$ cat config.mk
export PLATFORM = sky130hd
export DESIGN_NAME = ldm_stm_sequencer
export DESIGN_NICKNAME = d
export VERILOG_FILES = /design/src/rtl/ldm_stm_sequencer.sv
export SDC_FILE = /design/constraint.sdc
export NUM_CORES = 1
export LEC_CHECK = 0
export BUFFER_PORTS_ARGS = -buffer_cell sky130_fd_sc_hd__clkbuf_2
export CORE_UTILIZATION = 54
export CTS_BUF_LIST = sky130_fd_sc_hd__clkbuf_8
export DETAILED_ROUTE_END_ITERATION = 16
export HOLD_SLACK_MARGIN = 0.15
export PLACE_DENSITY_LB_ADDON = 0.05
export SYNTH_ARGS = -nofsm -noshare
export SYNTH_HDL_FRONTEND = slang
export SYNTH_SLANG_ARGS = --single-unit
$ cat constraint.sdc
create_clock -name clk -period 6.21 [get_ports clk]
set_input_delay 0 -clock clk [delete_from_list [all_inputs] [get_ports clk]]
set_output_delay 0 -clock clk [all_outputs]
set_load 0.05 [all_outputs]
$ cat src/rtl/ldm_stm_sequencer.sv
// ---------------------------------------------------------------------------
// ldm_stm_sequencer
//
// Purpose:
//    Executes LDM/STM (and PUSH/POP as their DB/IA forms) by walking a 16-bit
//    register list. One word-wide memory request is issued per listed
//    register, lowest register first, at ascending addresses. Stores source
//    their data from register file read port 1. Loads return data through
//    the register file write port one cycle after each ack. The updated base
//    is optionally written back once the transfer completes.
//
// Ports:
//    clk, rst          core clock, synchronous active-high reset
//    start             launch a transfer (sampled only while idle)
//    is_load           1 = LDM, 0 = STM
//    mode_db           0 = increment-after, 1 = decrement-before
//    writeback         write the final base to base_reg
//    base_reg          register index that receives the writeback
//    base_addr         base address (bits [1:0] ignored)
//    reg_list          bit k set = register Rk is transferred
//    busy              high from the cycle after start through the done cycle
//    done              single-cycle completion pulse
//    rf_read_addr      register file read address (store data)
//    rf_read_data      combinational register file read data
//    rf_write_addr/data/en   register file write port
//    mem_req/we/addr/wdata   memory request, held until mem_ack
//    mem_ack           request accepted; load data valid in the same cycle
//    mem_rdata         load data
// ---------------------------------------------------------------------------
module ldm_stm_sequencer #(
   parameter int ADDR_W = 32
) (
   input  logic              clk,
   input  logic              rst,
   input  logic              start,
   input  logic              is_load,
   input  logic              mode_db,
   input  logic              writeback,
   input  logic [3:0]        base_reg,
   input  logic [ADDR_W-1:0] base_addr,
   input  logic [15:0]       reg_list,
   output logic              busy,
   output logic              done,
   output logic [3:0]        rf_read_addr,
   input  logic [31:0]       rf_read_data,
   output logic [3:0]        rf_write_addr,
   output logic [31:0]       rf_write_data,
   output logic              rf_write_en,
   output logic              mem_req,
   output logic              mem_we,
   output logic [ADDR_W-1:0] mem_addr,
   output logic [31:0]       mem_wdata,
   input  logic              mem_ack,
   input  logic [31:0]       mem_rdata
);

   typedef enum logic [1:0] {
      IDLE  = 2'd0,
      XFER  = 2'd1,
      LAST  = 2'd2,
      WBASE = 2'd3
   } state_t;

   state_t            state;
   logic [15:0]       list_q;
   logic              is_load_q;
   logic              do_wb_q;
   logic [3:0]        base_reg_q;
   logic [ADDR_W-1:0] final_base_q;

   logic [3:0]        cur_reg;
   logic [15:0]       cur_mask;
   logic [15:0]       list_next;
   logic [4:0]        reg_count;
   logic [ADDR_W-1:0] aligned_base;
   logic [ADDR_W-1:0] four_n;
   logic [ADDR_W-1:0] db_addr;
   logic [ADDR_W-1:0] ia_final;

   function automatic logic [4:0] popcount16(input logic [15:0] v);
      logic [4:0] n;
      n = 5'd0;
      for (int i = 0; i < 16; i++) begin
         n = n + {4'd0, v[i]};
      end
      return n;
   endfunction

   // Scanning downward lets the lowest set bit overwrite any higher one.
   function automatic logic [3:0] lowest_index(input logic [15:0] v);
      logic [3:0] idx;
      idx = 4'd0;
      for (int i = 15; i >= 0; i--) begin
         if (v[i]) begin
            idx = 4'(i);
         end
      end
      return idx;
   endfunction

   // Address arithmetic for the launch: both DB start address and DB final
   // base are base - 4N; IA starts at base and ends at base + 4N. All of it
   // wraps modulo 2^ADDR_W.
   always_comb begin
      reg_count    = popcount16(reg_list);
      aligned_base = base_addr & ~ADDR_W'(3);
      four_n       = ADDR_W'({reg_count, 2'b00});
      db_addr      = aligned_base - four_n;
      ia_final     = aligned_base + four_n;
   end

   // The current register is the lowest bit still pending; two's-complement
   // isolation gives its one-hot mask for clearing on ack.
   always_comb begin
      cur_reg   = lowest_index(list_q);
      cur_mask  = list_q & (~list_q + 16'd1);
      list_next = list_q & ~cur_mask;
   end

   // Read port and store data follow the pending register directly so the
   // register file read stays combinational; both are forced to zero outside
   // XFER so that every output is quiet while idle.
   always_comb begin
      rf_read_addr = 4'd0;
      mem_wdata    = 32'd0;
      if (state == XFER) begin
         rf_read_addr = cur_reg;
         if (!is_load_q) begin
            mem_wdata = rf_read_data;
         end
      end
   end

   // Main sequencer. The register file write strobe is a one-cycle pulse by
   // default; a load write is scheduled on each ack and the base writeback
   // is scheduled on leaving LAST, so the two can never collide. A load that
   // includes base_reg suppresses the writeback at launch time so that the
   // loaded value survives.
   always_ff @(posedge clk) begin
      if (rst) begin
         state         <= IDLE;
         list_q        <= 16'd0;
         is_load_q     <= 1'b0;
         do_wb_q       <= 1'b0;
         base_reg_q    <= 4'd0;
         final_base_q  <= '0;
         busy          <= 1'b0;
         done          <= 1'b0;
         mem_req       <= 1'b0;
         mem_we        <= 1'b0;
         mem_addr      <= '0;
         rf_write_en   <= 1'b0;
         rf_write_addr <= 4'd0;
         rf_write_data <= 32'd0;
      end else begin
         rf_write_en   <= 1'b0;
         rf_write_addr <= 4'd0;
         rf_write_data <= 32'd0;
         case (state)
            IDLE: begin
               if (start) begin
                  busy <= 1'b1;
                  if (reg_list != 16'd0) begin
                     state        <= XFER;
                     list_q       <= reg_list;
                     is_load_q    <= is_load;
                     base_reg_q   <= base_reg;
                     do_wb_q      <= writeback & ~(is_load & reg_list[base_reg]);
                     final_base_q <= mode_db ? db_addr : ia_final;
                     mem_req      <= 1'b1;
                     mem_we       <= ~is_load;
                     mem_addr     <= mode_db ? db_addr : aligned_base;
                  end else begin
                     state   <= WBASE;
                     done    <= 1'b1;
                     do_wb_q <= 1'b0;
                  end
               end
            end

            XFER: begin
               if (mem_ack) begin
                  list_q <= list_next;
                  if (is_load_q) begin
                     rf_write_en   <= 1'b1;
                     rf_write_addr <= cur_reg;
                     rf_write_data <= mem_rdata;
                  end
                  if (list_next == 16'd0) begin
                     state    <= LAST;
                     mem_req  <= 1'b0;
                     mem_we   <= 1'b0;
                     mem_addr <= '0;
                  end else begin
                     mem_addr <= mem_addr + ADDR_W'(4);
                  end
               end
            end

            LAST: begin
               state <= WBASE;
               done  <= 1'b1;
               if (do_wb_q) begin
                  rf_write_en   <= 1'b1;
                  rf_write_addr <= base_reg_q;
                  rf_write_data <= 32'(final_base_q);
               end
            end

            WBASE: begin
               state        <= IDLE;
               busy         <= 1'b0;
               done         <= 1'b0;
               list_q       <= 16'd0;
               is_load_q    <= 1'b0;
               do_wb_q      <= 1'b0;
               base_reg_q   <= 4'd0;
               final_base_q <= '0;
            end

            default: begin
               state <= IDLE;
            end
         endcase
      end
   end

endmodule

* Word level (Yosys, flattened, before mapping)
Cells that the tools add are included.
Widths: inputs -> output; s select.
** Word-level totals
- Register bits after elaboration :: 129
- Output and inout port bits :: 109
- Input port bits :: 123
- Word-level logic and storage cells :: 138
** Operators by class
- Reductions and logical operators :: 14
- Add/sub/neg operators :: 19
- Bitwise gates (word level) :: 8
- Magnitude comparators :: 1
- Equality and inequality tests :: 8
- Multiplexer cells :: 74
** Operator list (count)
- $mux 32 :: 13
- $pmux 32 s2 :: 3
- $mux 4 :: 22
- $add 5x1->5 :: 11
- $mux 16 :: 3
- $pmux 16 s3 :: 1
- $add 32x3->32 const B :: 1
- $add 32x7->32 :: 1
- $and 16x16->16 :: 2
- $not 16->16 :: 2
- $sub 32x7->32 :: 1
- $mux 1 :: 17
- $add 16x1->16 const B :: 1
- $logic_not 16->1 :: 1
- $pmux 4 s2 :: 2
- $reduce_bool 16->1 :: 1
- $pmux 1 s2 :: 6
- $reduce_and 3->1 :: 3
- $mux 2 :: 4
- $ne 2x2->1 const B :: 4
- $pmux 2 s4 :: 1
- $reduce_and 4->1 :: 2
- $reduce_bool 3->1 :: 2
- $add 4x1->5 :: 1
- 15 further kinds :: 19

* Depth between registers and ports, before layout
- Word-level depth :: 20
- Mapped depth :: 22
- Depth with buffers taken out :: 20

* Worst setup path after synthesis
No wires, ideal clock.
- Path kind :: input to register
- Start point :: in reg_list[0]
- End point :: reg final_base_q[25]
- Path slack :: 1.305 ns
- Library setup time :: 0.117 ns
- Stages :: 16
- Path buffers :: 0
- Data arrival time :: 4.788 ns
- Data required time :: 6.093 ns
- Path through :: inv_1 -> fa_1 -> fa_1 -> fa_1 -> fa_1 -> inv_1 -> ha_1 -> fa_1 -> a21o_1 -> and2_1 -> ha_1 -> or4_1 -> nand4_1 -> nor3_1 -> or3_1 -> a32o_1
** On the way
- Cells in the longest elaborated chain, start to end :: 20
- Elaborated cells on any way between the ends :: 24
- Those cells by class :: 17 x add/sub; 1 x eq/ne; 4 x mux; 2 x reduce/logical
** Ends and longest elaborated chain
- start: declaration :: line 41 : input logic [15:0] reg_list,
- $add 1x1->2 :: line 84 : n = n + {4'd0, v[i]};
- $add 2x1->3 :: line 84
- $add 3x1->4 :: line 84
- $add 4x1->5 :: line 84
- $add 5x1->5 (11 in a row) :: line 84
- $add 32x7->32 or $sub 32x7->32 (tied branches) :: line 109, 108
- $mux 32 :: line 169 : final_base_q <= mode_db ? db_addr : ia_final;
- $mux 32 :: line 163 : if (reg_list != 16'd0) begin
- $mux 32 :: line 161 : if (start) begin
- $pmux 32 s2 :: line 159 : case (state)
- end signal: assignment :: line 169
- end: declaration :: line 69 : logic [ADDR_W-1:0] final_base_q;
Several ways; a longest one is shown, not always the timed one. The select of a mux whose other input is x is not followed.
A chain may end at the register's enable or synchronous reset.

* Worst setup path in the final report
- Start point :: in reg_list[1]
- End point :: reg final_base_q[12]
The elaborated chain is that of the path after synthesis.

==> flow_summary.rst <==
.. list-table::
   :header-rows: 1

   * - Metric
     - Value
   * - Cell chain of the critical path
     - dlygate4sd3_1, clkbuf_2, inv_1, fa_1, fa_1, fa_1, fa_1, inv_1, ha_1, fa_1, xor2_1, ha_1, nor2b_1, o21a_1, o21ai_0, a21oi_1, a41oi_1, dlygate4sd3_1, xnor2_1, a22o_1
   * - Area fraction in and, or, nand and nor cells after synthesis
     - between 20% and 30%
   * - Count of endpoints failing hold in the final timing report
     - 0
   * - Worst vdd ir
     - 0.000373 V
   * - Final worst clock skew
     - 0.0134 ns
   * - Layout overhead on the synthesized area
     - 35.1%
   * - Num Clock Sinks
     - 125
   * - Global-route usage over all layers
     - 34.9%
   * - Total gr overflow
     - 0
   * - Delay of the slowest critical-path stage
     - around 0.59 ns
   * - Net switching fraction of the power
     - 49.4%
   * - Worst slew pin tran
     - between 1 and 1.5 ns
   * - Fraction of power consumed by the clock network
     - ~17%
   * - Pre-Repair DR Iteration Count
     - 6
   * - Fraction of the mapped netlist area in compound gates
     - 22.2%
   * - Unrepaired setup endpoints after global routing
     - false
   * - Worst reg-to-reg path cell count
     - 9
   * - Initial Util
     - 55.7%
   * - Reg2reg start
     - state[1]$_SDFFE_PP0P_
   * - Row count
     - 43
   * - Average cell area after synthesis
     - 8.39 um^2
   * - Startpoint of the most critical hold path
     - mode_db
   * - Number of nets in the finished design
     - about 1400
   * - Adder-cell share of the synthesized area
     - 7.03%
   * - Kind of critical path
     - in -> reg
   * - Share of the cycle needed by the critical path after routing
     - 95.2%
   * - Fill count
     - 1059
   * - Clock root buffer
     - clkbuf_8
   * - Final setup slack of the worst path
     - 0.300 ns
   * - FF+latch area
     - 2500 um^2
   * - Final max-slew violation count
     - 0
   * - Worst-path fanout max
     - 7
   * - Startpoint type of the worst setup path
     - input pin
   * - Yosys Warn Count
     - 0
   * - Antenna violations before repair
     - 1
   * - Area occupied by multi-input gates
     - 4800 um^2
   * - Standard cell core area
     - 13900 um^2
   * - Internal power consumption
     - 2.20 mW
   * - H-tree depth reported by CTS
     - 4
   * - Netlist area before placement
     - about 7800 um^2
   * - HPWL after detailed placement
     - between 15 and 20 mm
   * - Global-route wire length before repair
     - roughly 40 mm
   * - Finish-stage setup viols
     - 0
   * - Post-synth EDFFs
     - 0
   * - Slowest stage cell on the critical path
     - dlygate4sd3_1
   * - Cell type contributing the most total cell area after synthesis
     - dfxtp_1
   * - Most numerous cell types in the synthesized netlist
     - dfxtp_1 (125), nor2_1 (85), nand2_1 (60)
   * - Total CTS buffers
     - 17
   * - Capture endpoint of the worst hold path
     - mem_addr[17]$_SDFFE_PP0P_
   * - Routed length per instance
     - 18.3 um
   * - Overall via count from detail_route
     - 8272
   * - Die boundary height
     - 122 um
   * - Sequential area share after synthesis
     - between 30% and 40%
   * - Achievable Freq
     - 169 MHz
   * - Cell leakage power
     - roughly 4.6 nW
   * - Detailed-route vias per instance
     - around 5.8
   * - Endpoint of the most critical register-to-register path
     - list_q[15]$_SDFFE_PP0P_
   * - Area of all placed cells without fillers
     - 10500 um^2
   * - Count of different cell masters after synthesis
     - 73
   * - Count of state elements after synthesis
     - 125
   * - Via count of the first global-routing pass
     - 7529
   * - Max-Slew Margin vs Limit
     - 21.2%
   * - Ys flop type
     - dfxtp_1
   * - Post-Place Worst Slack
     - slightly above 0.8 ns
   * - Largest family of logic cells by synthesized area
     - compound AO/OA/AOI/OAI gates
   * - Final GP Congestion
     - 0.913
   * - Worst-case register-to-register setup slack
     - 2.39 ns
   * - Top cells by area, synth
     - dfxtp_1 (32%), a22oi_1 (4.9%), xnor2_1 (4.6%)
   * - Worst path required time
     - 6.56 ns
   * - Clock latency reported for the late side of the worst-skew pair
     - 0.46 ns
   * - Cell repeated most along the worst path
     - fa_1
   * - Antenna-violating nets left
     - 0
   * - Clock tree buffer depth
     - 2
   * - Placed Cells incl. Taps
     - 1271
   * - Hold Crit Class
     - in -> reg
   * - Crit end category
     - flop
   * - Number of DRC markers in iteration 0
     - 942
   * - CTS tree
     - done
   * - Area of the die
     - 14800 um^2
   * - Post-layout total power
     - about 4.3 mW
   * - Count of pins on the block boundary
     - 232
   * - Power per unit of standard cell area
     - 415 nW/um^2
   * - Fraction of layout instances using a drive strength above 1
     - roughly a quarter
   * - Most common cell in the netlist
     - dfxtp_1
   * - Quantity of I/O buffers inserted on ports
     - 227
   * - Max capacitance violation total
     - 0
   * - Total Neg Setup Slack
     - 0 ns
   * - Post-detailed-route DRC marker count
     - 0
   * - Switching component of the power
     - 2.15 mW
   * - Dominant delay contributor by cell family on the critical path
     - adder cells
   * - Non-filler instance count after layout
     - about 1400
   * - Clock slew seen by the registers of the worst setup and hold paths
     - about 0.080 ns
   * - Run status
     - finished, final reports clean
   * - Share of Yosys cell area claimed by the top area cell type
     - 32.3%
   * - Post-CTS setup buffer count
     - 0
   * - Portion of total power attributed to combinational logic
     - between 50% and 60%
   * - Share of async-settable or async-resettable flops after synthesis
     - 0%
   * - Minimum clock period after layout
     - 5.91 ns
   * - Xor and xnor area share after synthesis
     - 8.58%
   * - Post-detailed-routing wire length
     - approximately 26 mm
   * - Seq pwr share
     - 26.6%
   * - Number of cells produced by synthesis
     - slightly above 900
   * - Worst endpoint data arrival time
     - 6.26 ns
   * - X dimension of the die
     - approximately 120 um
   * - Pin count of the biggest net entering global routing
     - 47
   * - Multiplexer area fraction after synthesis
     - 1.98%
   * - Worst hold path depth
     - 4
   * - Placed cell areas
     - 8890 um^2
   * - Number of buffers and inverters on the critical path
     - 5
cells in the final DEF (no fill, tap or decap), types with 34 or more instances in the layout:
master,netlist,layout
and2_1,43,43
inv_1,47,48
nand2_1,60,60
dfxtp_1,125,125
clkbuf_2,0,227
a22oi_1,51,51
dlygate4sd3_1,0,118
xor2_1,35,35
a21oi_1,34,34
xnor2_1,41,41
nor2_1,85,85
worst max path at each step:
stage | cells after the start | slack (ns) | to | from
detailed placement | 17 | 0.82 | final_base_q[25]$_SDFFE_PP0P_ | reg_list[0]
global placement | 17 | 0.88 | final_base_q[25]$_SDFFE_PP0P_ | reg_list[0]
finish | 20 | 0.30 | final_base_q[12]$_SDFFE_PP0P_ | reg_list[1]
global route | 20 | 0.009 | final_base_q[12]$_SDFFE_PP0P_ | reg_list[5]
floorplan | 16 | 1.30 | final_base_q[25]$_SDFFE_PP0P_ | reg_list[0]
CTS | 20 | 0.39 | final_base_q[12]$_SDFFE_PP0P_ | reg_list[5]
worst min-delay path, delay by kind of cell:
kind,cells,cell delay [ns]
AOI/OAI and AO/OA,1,0.11
xor gates and xnor gates,1,0.10
and+or+nand+nor,1,0.23
buffers and inverters,1,0.26
flip-flops by register name (all words and copies together) (netlist names):
register       flops
mem_addr          30
final_base_q      30
busy               1
mem_req            1
is_load_q          1
rf_write_en        1
base_reg_q         4
do_wb_q            1
rf_write_addr      4
state              2
list_q            16
mem_we             1
done               1
rf_write_data     32
layer usage:
metal	GRT usage, %	wire, um
met5	0	0
met4	16.7	1100
met3	6.60	2200
met2	55.1	11900
met1	45.8	10800
metrics by stage:
step                      hold WS [ns]  utilization, %
after detailed placement         0.234            63.8
after CTS                        0.239            75.2
after floorplan                  0.136               -
after global routing             0.321            75.2
final                            0.283            75.2
after global placement           0.233            63.8
logic make-up (layout without fill, tap and decap cells):
group	after synthesis	after routing
other	1	3
adder cells (fa/ha/maj)	37	37
AND/OR/NAND/NOR	319	319
multiplexers	9	9
buffers and inverters	118	433
XOR/XNOR	76	76
flip-flops	125	125
AO/OA/AOI/OAI	240	240
timing repair:
action,in CTS,in global routing
resized for setup,0,1
hold buffers,118,0
endpoints found under the hold margin,119,0
endpoints found under the setup margin,0,1
power groups by stage:
stage	clock network (mW)	registers (mW)	logic, mW
CTS	0.744	1.15	2.39
global route	0.778	1.18	2.64
global placement	0	1.16	2.25
finish	0.735	1.16	2.45
floorplan	0	1.33	1.55
detailed placement	0	1.17	2.28
cell type report:
class                      count  area share, %
tap                          180           2.15
timing repair buffer         352           22.6
multi-input combinational    683           45.8
clock inverter                15           1.56
sequential                   125           23.9
antenna                        1         0.0239
clock buffer                  17           2.23
inverter                      49           1.76
No activity file was read; power rests on OpenSTA's default activity.
